## src/rtl/pwm_pkg.sv

```systemverilog
// Shared definitions for the PWM block: register map, SPI command layout, decoder states.
package pwm_pkg;

  localparam int unsigned ADDR_W = 6;
  localparam int unsigned DATA_W = 8;

  localparam logic [ADDR_W-1:0] PERIOD        = 6'h00;
  localparam logic [ADDR_W-1:0] COUNTER_EN    = 6'h02;
  localparam logic [ADDR_W-1:0] COMPARE1      = 6'h03;
  localparam logic [ADDR_W-1:0] COMPARE2      = 6'h05;
  localparam logic [ADDR_W-1:0] COUNTER_RESET = 6'h07;
  localparam logic [ADDR_W-1:0] COUNTER_VAL   = 6'h08;
  localparam logic [ADDR_W-1:0] PRESCALE      = 6'h0A;
  localparam logic [ADDR_W-1:0] UPNOTDOWN     = 6'h0B;
  localparam logic [ADDR_W-1:0] PWM_EN        = 6'h0C;
  localparam logic [ADDR_W-1:0] FUNCTIONS     = 6'h0D;

  localparam int unsigned CMD_RW = 7;
  localparam int unsigned CMD_HL = 6;

  typedef enum logic [1:0] {
    IDLE = 2'd0,
    DATA = 2'd1,
    DONE = 2'd2
  } state_e;

endpackage

```

## src/rtl/spi_instr_decoder_if.sv

```systemverilog
// Byte-level link between the SPI bridge / register file and the instruction decoder.
interface spi_instr_decoder_if;

  logic                          cs_n;
  logic                          byte_sync;
  logic [pwm_pkg::DATA_W-1:0]    data_in;
  logic [pwm_pkg::DATA_W-1:0]    data_read;
  logic [pwm_pkg::DATA_W-1:0]    data_out;
  logic [pwm_pkg::ADDR_W-1:0]    addr;
  logic                          hi_lo;
  logic                          write;
  logic [pwm_pkg::DATA_W-1:0]    data_write;
  logic                          read;

  modport slave (
    input  cs_n, byte_sync, data_in, data_read,
    output data_out, addr, hi_lo, write, data_write, read
  );

  modport master (
    output cs_n, byte_sync, data_in, data_read,
    input  data_out, addr, hi_lo, write, data_write, read
  );

endinterface

```

## src/rtl/spi_instr_decoder.sv

```systemverilog
// Turns two-byte SPI frames {cmd, data} into one-cycle register read/write strobes.
module spi_instr_decoder
  import pwm_pkg::*;
(
  input logic                clk,
  input logic                rst_n,
  spi_instr_decoder_if.slave bus
);

  localparam logic [1:0] ST_IDLE = IDLE;
  localparam logic [1:0] ST_DATA = DATA;
  localparam logic [1:0] ST_DONE = DONE;

  logic [1:0]        state_q, state_d;
  logic              rw_q, rw_d;
  logic [ADDR_W-1:0] addr_q, addr_d;
  logic              hi_lo_q, hi_lo_d;
  logic [DATA_W-1:0] data_write_q, data_write_d;
  logic [DATA_W-1:0] data_out_q, data_out_d;
  logic              write_q, write_d;
  logic              read_q, read_d;

  // State and registered outputs.
  always_ff @(posedge clk or negedge rst_n) begin
    if (!rst_n) begin
      state_q      <= ST_IDLE;
      rw_q         <= 1'b0;
      addr_q       <= '0;
      hi_lo_q      <= 1'b0;
      data_write_q <= '0;
      data_out_q   <= '0;
      write_q      <= 1'b0;
      read_q       <= 1'b0;
    end else begin
      state_q      <= state_d;
      rw_q         <= rw_d;
      addr_q       <= addr_d;
      hi_lo_q      <= hi_lo_d;
      data_write_q <= data_write_d;
      data_out_q   <= data_out_d;
      write_q      <= write_d;
      read_q       <= read_d;
    end
  end

  // Next-state and output decode; cs_n high always wins over byte_sync.
  always_comb begin
    state_d      = state_q;
    rw_d         = rw_q;
    addr_d       = addr_q;
    hi_lo_d      = hi_lo_q;
    data_write_d = data_write_q;
    write_d      = 1'b0;
    read_d       = 1'b0;
    // Register file answers combinationally during the read strobe cycle.
    data_out_d   = read_q ? bus.data_read : data_out_q;

    if (bus.cs_n) begin
      state_d = ST_IDLE;
    end else begin
      case (state_q)
        ST_IDLE: begin
          if (bus.byte_sync) begin
            addr_d  = bus.data_in[ADDR_W-1:0];
            hi_lo_d = bus.data_in[CMD_HL];
            rw_d    = bus.data_in[CMD_RW];
            read_d  = ~bus.data_in[CMD_RW];
            state_d = ST_DATA;
          end
        end
        ST_DATA: begin
          if (bus.byte_sync) begin
            if (rw_q) begin
              data_write_d = bus.data_in;
              write_d      = 1'b1;
            end
            state_d = ST_DONE;
          end
        end
        ST_DONE: state_d = ST_DONE;
        default: state_d = ST_IDLE;
      endcase
    end
  end

  assign bus.addr       = addr_q;
  assign bus.hi_lo      = hi_lo_q;
  assign bus.data_write = data_write_q;
  assign bus.data_out   = data_out_q;
  assign bus.write      = write_q;
  assign bus.read       = read_q;

endmodule

```

## src/flat_wrapper.sv

```systemverilog
// flat-port wrapper written by rule: the top's interface ports become plain ports
module spi_instr_decoder_flat import pwm_pkg::*;
  (clk, rst_n, bus_cs_n, bus_byte_sync, bus_data_in, bus_data_read, bus_data_out, bus_addr, bus_hi_lo, bus_write, bus_data_write, bus_read);
  spi_instr_decoder_if bus_i ();
  input logic clk;
  input logic rst_n;
  input wire logic [$bits(bus_i.cs_n)-1:0] bus_cs_n;
  input wire logic [$bits(bus_i.byte_sync)-1:0] bus_byte_sync;
  input wire logic [$bits(bus_i.data_in)-1:0] bus_data_in;
  input wire logic [$bits(bus_i.data_read)-1:0] bus_data_read;
  output wire logic [$bits(bus_i.data_out)-1:0] bus_data_out;
  output wire logic [$bits(bus_i.addr)-1:0] bus_addr;
  output wire logic [$bits(bus_i.hi_lo)-1:0] bus_hi_lo;
  output wire logic [$bits(bus_i.write)-1:0] bus_write;
  output wire logic [$bits(bus_i.data_write)-1:0] bus_data_write;
  output wire logic [$bits(bus_i.read)-1:0] bus_read;
  assign bus_i.cs_n = bus_cs_n;
  assign bus_i.byte_sync = bus_byte_sync;
  assign bus_i.data_in = bus_data_in;
  assign bus_i.data_read = bus_data_read;
  assign bus_data_out = bus_i.data_out;
  assign bus_addr = bus_i.addr;
  assign bus_hi_lo = bus_i.hi_lo;
  assign bus_write = bus_i.write;
  assign bus_data_write = bus_i.data_write;
  assign bus_read = bus_i.read;
  spi_instr_decoder u_core (.clk(clk), .rst_n(rst_n), .bus(bus_i));
endmodule
```

## config.mk

```make
export PLATFORM = sky130hd
export DESIGN_NAME = spi_instr_decoder_flat
export DESIGN_NICKNAME = d
export VERILOG_FILES = /design/src/rtl/pwm_pkg.sv /design/src/rtl/spi_instr_decoder_if.sv /design/src/rtl/spi_instr_decoder.sv /design/src/flat_wrapper.sv
export SDC_FILE = /design/constraint.sdc
export NUM_CORES = 1
export LEC_CHECK = 0
export ABC_CLOCK_PERIOD_IN_PS = 1650
export CORE_ASPECT_RATIO = 0.9
export CORE_MARGIN = 2
export CORE_UTILIZATION = 35
export DETAILED_ROUTE_END_ITERATION = 10
export GPL_ROUTABILITY_DRIVEN = 0
export PLACE_DENSITY = 0.67
export RECOVER_POWER = 50
export SKIP_LAST_GASP = 1
export SLEW_MARGIN = 25
export SYNTH_ARGS = -nofsm -noshare
export SYNTH_HDL_FRONTEND = slang
export SYNTH_SLANG_ARGS = --single-unit
```

## constraint.sdc

```tcl
create_clock -name clk -period 1.65 [get_ports clk]
set_input_delay 0.2475 -clock clk [delete_from_list [all_inputs] [get_ports clk]]
set_output_delay 0.2475 -clock clk [all_outputs]
set_load 0.05 [all_outputs]
```

==> results of run 1 <==
[layer usage]
layer  wire [um]  share of wire [%]  vias up  track usage [%]
met5           0                  0        -                0
met1        1050                 49      333             18.0
met4          10               0.46        0             1.90
met3         178                8.3        2             4.73
li1            -                  -      331                -
met2         917                 43       38             19.3
[cells by family after synthesis]
group | count (synthesis)
fa+ha+maj | 2
buf+inv | 5
compound gates | 2
flops | 28
simple gates | 7
mux | 25
[layout make-up]
| type | instances | area (um2) |
|---|---|---|
| clock inverter | 1 | 30.0 |
| timing repair buffer | 45 | 384 |
| clock buffer | 3 | 22.5 |
| fill | 250 | 1430 |
| inverter | 4 | 15.0 |
| multi-input combinational | 36 | 382 |
| sequential | 28 | 701 |
| tap | 42 | 52.6 |
[cell usage after synthesis]
cell,count
inv_1,4
buf_2,1
o21bai_1,1
mux2i_1,1
nand3b_2,1
nor2_1,2
nand2b_1,3
mux2_2,24
ha_1,2
a211oi_1,1
nand4b_4,1
dfrtp_1,28
[metrics by stage]
stage / hold WS, ns / utilization [%] / std cells / setup slack (ns)
2_1_floorplan: -0.0481 / - / 69 / 0.316
3_3_place_gp: 0.490 / 51.3 / 155 / 0.103
3_5_place_dp: 0.495 / 51.3 / 155 / 0.0529
4_1_cts: 0.287 / 53.0 / 159 / 0.259
5_1_grt: 0.513 / 52.5 / 159 / 0.189
6_report: 0.478 / 52.5 / 159 / 0.243
[registers in the layout, summed over array words and instances, names as in the netlist]
name	cells
u_core.bus.addr	6
u_core.bus.data_out	8
u_core.bus.data_write	8
u_core.bus.hi_lo	1
u_core.bus.read	1
u_core.bus.write	1
u_core.rw_q	1
u_core.state_q	2
[worst max-delay path by stage]
stage	endpoint	slack, ns	depth (start not counted)
3_3_place_gp	u_core.bus.addr[3]	0.10	3
5_1_grt	u_core.bus.hi_lo	0.19	4
4_1_cts	bus_read	0.26	1
3_5_place_dp	u_core.bus.addr[0]	0.05	3
2_1_floorplan	u_core.bus.data_out[0]	0.32	2
6_report	bus_hi_lo	0.24	1
[power by group]
group	internal (W)	total, W	switching [W]
clock	0.000246	0.000442	0.000197
combinational	0.000495	0.00148	0.000983
sequential	0.000915	0.00105	0.000133
==> results.tsv, run 1 <==
stage	metric	value	unit
run_status	status	finished, final reports clean	
sta	min_period	1.41	ns
yosys	post_synth_inst_count	69	
sta	fmax	0.711	GHz
route	via_count	704	
clock_tree	clock_sinks	28	
route	routed_via_density	4.43	
global_routing	grt_use_total	12.7	%
route	ant_nets	0	
clock_tree	clk_latency	0.33	ns
yosys	yosys_warnings	0	
clock_tree	h-tree-depth	1	
critical_path	timing.rr.end	u_core.bus.hi_lo	
sta	fin_tns_setup	0	ns
die	rows	19	
yosys	synth_fa_ha_area_share	2.27	%
die	core	0.00302	mm2
flow_run	cap_violations	0	
critical_path	path_cells	clkbuf_1	
critical_path	reg2reg_slack	0.27	ns
yosys	yosysSeqAreaShare	63.6	%
sta	rsz0062_at_grt	no	
critical_path	crit_arrival	1.16	ns
yosys	synthesis.area	0.00110	mm2
sta	maxSlewHeadroom	53.7	%
placed_design	post-dp-hpwl	1580	um
yosys	synth_top_family_by_area	multiplexers	
finish	design_area	0.00159	mm2
die	fp.dieW	63.2	um
power	leakagePower	0.750	nW
sta	skew	0.0130	ns
placed_design	portBuffers	44	
yosys	avgSynthCellArea	16.0	um2
finish	most-common-layout-cells	dfrtp_1 (28), mux2_2 (24), buf_4 (21)	
critical_path	crit_required	1.40	ns
clock_tree	cts_hold_buf	0	
die	initial_core_util	36.5	%
critical_path	slowest_stage	clkbuf_1	
yosys	synth-compound-area-share	1.36	%
critical_path	path_delay_family	buffers and inverters	
yosys	synth.area.top_cells	dfrtp_1 (64%), mux2_2 (25%), ha_1 (2.3%)	
finish	synthToLayoutAreaGrowth	43.9	%
critical_path	startpoint_type	flip-flop	
critical_path	critPathMaxStageDelay	0.48	ns
die	dieArea	0.00361	mm2
yosys	synth.top_cell.area_share	63.6	%
route	routed_wl	2160	um
global_routing	grt_pass1_wl	3610	um
critical_path	regToRegStartpoint	u_core.state_q[0]	
critical_path	critical_path.max_fanout	2	
placed_design	dpl_cell_area	0.00155	mm2
clock_tree	cts_made_buffers	3	
route	wl_per_cell	13.6	um
yosys	synth_top_cell_by_area	dfrtp_1	
power	peakVddDrop	0.00132	V
sta	finalMaxSlewViolations	0	
route	dr.pass1.iters	4	
power	p_per_area	1870	mW/mm2
die	io_pins	45	
clock_tree	clk_pin_slew_worst_paths	0.15	ns
global_routing	overflow	0	
yosys	synthXorXnorAreaFrac	0	%
critical_path	critPathCaptureType	output port	
critical_path	crit_start	u_core.bus.hi_lo	
yosys	synth.area.mux_share	25.4	%
sta	tightest_slew	0.694	ns
critical_path	critPathKind	reg -> out	
clock_tree	tritoncts	done	
clock_tree	root_buffer	clkbuf_4	
clock_tree	cts_buffer_depth	2	
yosys	yosysUniqueCellTypes	12	
critical_path	path_buf_inv	1	
hold_path	min_path_type	in -> async	
global_routing	grt_pass1_vias	708	
sta	setup_violations	0	
route	route.detailed.drc	0	
yosys	synth-simple-area-share	5.56	%
sta	hold_violations	0	
finish	layout_commonest_cell	dfrtp_1	
sta	period_share	85.3	%
yosys	synthesis.nets	91	
power	p_total	0.00297	W
finish	layout.nets	140	
global_routing	grt_max_degree	29	
yosys	synth_seq_cells	28	
die	die_y	57.2	um
route	drtIter0Drc	25	
clock_tree	cts_resized	0	
critical_path	reg2reg_depth	4	
global_routing	antenna_found_initial	0	
finish	drive_gt1_share	45.3	%
clock_tree	post_cts.repair.setup_buffers	0	
finish	insertedDiodeCount	0	
Power figures use the tool's default switching activity.
==> run 2: changes to the inputs <==
Settings changed: PLACE_DENSITY 0.67 to not set, PLACE_DENSITY_LB_ADDON set to 0.15.
==> results.tsv, run 2 (same netlist as run 1, synthesis figures left out) <==
stage	metric	value	unit	change
route	drtIter0Drc	20		-20%
sta	period_share	83.6	%	-1.6 points
power	peakVddDrop	0.000940	V	-29%
clock_tree	clk_latency	0.33	ns	about the same
global_routing	grtUsageMet1	15.9	%	-2.1 points
sta	tightest_slew	0.690	ns	-0.00437 ns
run_status	status	finished, final reports clean		
route	routed_wl	1980	um	-8.3%
global_routing	antenna_found_initial	0		unchanged
die	rows	19		unchanged
die	dieArea	0.00361	mm2	unchanged
critical_path	critPathCaptureType	output port		
placed_design	dp_slack	0.0718	ns	+0.0189 ns
power	pwr-share-comb	52.1	%	+2.3 points
finish	insertedDiodeCount	0		unchanged
flow_run	cap_violations	0		unchanged
critical_path	startpoint_type	flip-flop		
clock_tree	clk_pin_slew_worst_paths	0.15	ns	about the same
sta	fmax	0.725	GHz	+2.0%
critical_path	critPathMaxStageDelay	0.46	ns	-0.02 ns
sta	min_period	1.38	ns	-0.0270 ns
die	die_y	57.2	um	unchanged
die	initial_core_util	36.5	%	unchanged
global_routing	grt_max_degree	29		unchanged
global_routing	met3_usage	3.35	%	-1.4 points
finish	drive_gt1_share	47.0	%	+1.7 points
critical_path	path_cells	clkbuf_1		
finish	layout.nets	140		unchanged
clock_tree	root_buffer	clkbuf_4		
sta	rsz0062_at_grt	no		
sta	hold_violations	0		unchanged
finish	seq_area	701	um2	unchanged
finish	final_util	52.3	%	-0.29 points
route	routed_via_density	4.43		unchanged
global_routing	grt_pass1_wl	3350	um	-7.3%
global_routing	grt_pass1_vias	676		-4.5%
finish	fill_cells	274		+9.6%
critical_path	slowest_stage	clkbuf_1		
clock_tree	tritoncts	done		
clock_tree	cts_made_buffers	3		unchanged
finish	synthToLayoutAreaGrowth	43.1	%	
global_routing	grt_use_total	12.2	%	-0.54 points
finish	layout_commonest_cell	dfrtp_1		
clock_tree	cts_buffer_depth	2		unchanged
critical_path	critical_path.max_fanout	1		-1
power	p_per_area	1810	mW/mm2	-3.3%
route	dr.pass1.iters	3		-1
clock_tree	h-tree-depth	1		unchanged
sta	skew	0.00885	ns	-0.00413 ns
sta	fin_tns_setup	0	ns	unchanged
placed_design	post-dp-hpwl	1470	um	-6.6%
power	intPower	0.00156	W	-5.8%
die	core	0.00302	mm2	unchanged
clock_tree	post_cts.repair.setup_buffers	0		unchanged
route	route.detailed.drc	0		unchanged
clock_tree	cts_hold_buf	0		unchanged
route	wl_per_cell	12.4	um	-8.3%
power	p_switching	0.00130	W	-1.3%
sta	setup_slack	0.270	ns	+0.0270 ns
clock_tree	cts_resized	0		unchanged
finish	multi_input_area	382	um2	unchanged
sta	setup_violations	0		unchanged
global_routing	overflow	0		unchanged
die	io_pins	45		unchanged
global_routing	gr-max-usage-layer	met2		
finish	most-common-layout-cells	dfrtp_1 (28), mux2_2 (24), buf_4 (23)		
critical_path	path_buf_inv	1		unchanged
clock_tree	clock_sinks	28		unchanged
placed_design	portBuffers	44		unchanged
hold_path	min_path_type	in -> async		
sta	maxSlewHeadroom	54.0	%	+0.29 points
route	ant_nets	0		unchanged
die	fp.dieW	63.2	um	unchanged
global_routing	gr-usage-met2	18.7	%	-0.61 points
power	leakagePower	0.750	nW	about the same
sta	finalMaxSlewViolations	0		unchanged
critical_path	path_delay_family	buffers and inverters		
critical_path	critPathKind	reg -> out		
critical_path	crit_required	1.40	ns	about the same
power	clkPwrFrac	11.6	%	-3.3 points
power	p_seq_share	36.4	%	+1.1 points
critical_path	crit_arrival	1.13	ns	-0.03 ns
route	via_count	704		unchanged
power	switching_share	45.4	%	+1.2 points
-- run 2: area by class of cell --
class	instances	share of cell area (%)
inverter	4	0.952
timing repair buffer	45	24.8
clock buffer	4	2.30
sequential	28	44.4
tap	42	3.33
multi-input combinational	36	24.2
-- run 2: path summary, 6_finish.rpt --
check                                        from                      to  slack, ns  cells after the start
max                              u_core.bus.write               bus_write       0.27                      1
min                                         rst_n  u_core.bus.data_out[5]       0.47                      2
max reg2reg                     u_core.state_q[0]        u_core.bus.hi_lo       0.28                      4
min reg2reg                u_core.bus.data_out[6]  u_core.bus.data_out[6]       0.53                      1
max in group asynchronous                   rst_n       u_core.state_q[1]       0.74                      2
min in group clk                   bus_data_in[7]         u_core.bus.read       0.52                      2
-- run 2: per-stage QoR --
stage	power (W)	instances	cell area [um2]	hold slack, ns
after detailed placement	0.00256	155	1550	0.494
final	0.00285	159	1580	0.471
after CTS	0.00290	159	1580	0.279
after floorplan	0.00207	69	1100	-0.0481
after global placement	0.00254	155	1550	0.492
after global routing	0.00299	159	1580	0.505
-- run 2: layer usage --
metal / vias up / part of all wire [%]
li1: 333 / -
met1: 334 / 46
met2: 32 / 44
met3: 5 / 7.7
met4: 0 / 2.2
met5: - / 0
-- run 2: power groups by stage --
stage               clock network (W)  registers (W)  logic (W)
floorplan                           0        0.00181   0.000254
global placement                    0        0.00105    0.00149
detailed placement                  0        0.00106    0.00150
CTS                          0.000351        0.00104    0.00150
global route                 0.000367        0.00107    0.00155
finish                       0.000330        0.00104    0.00149
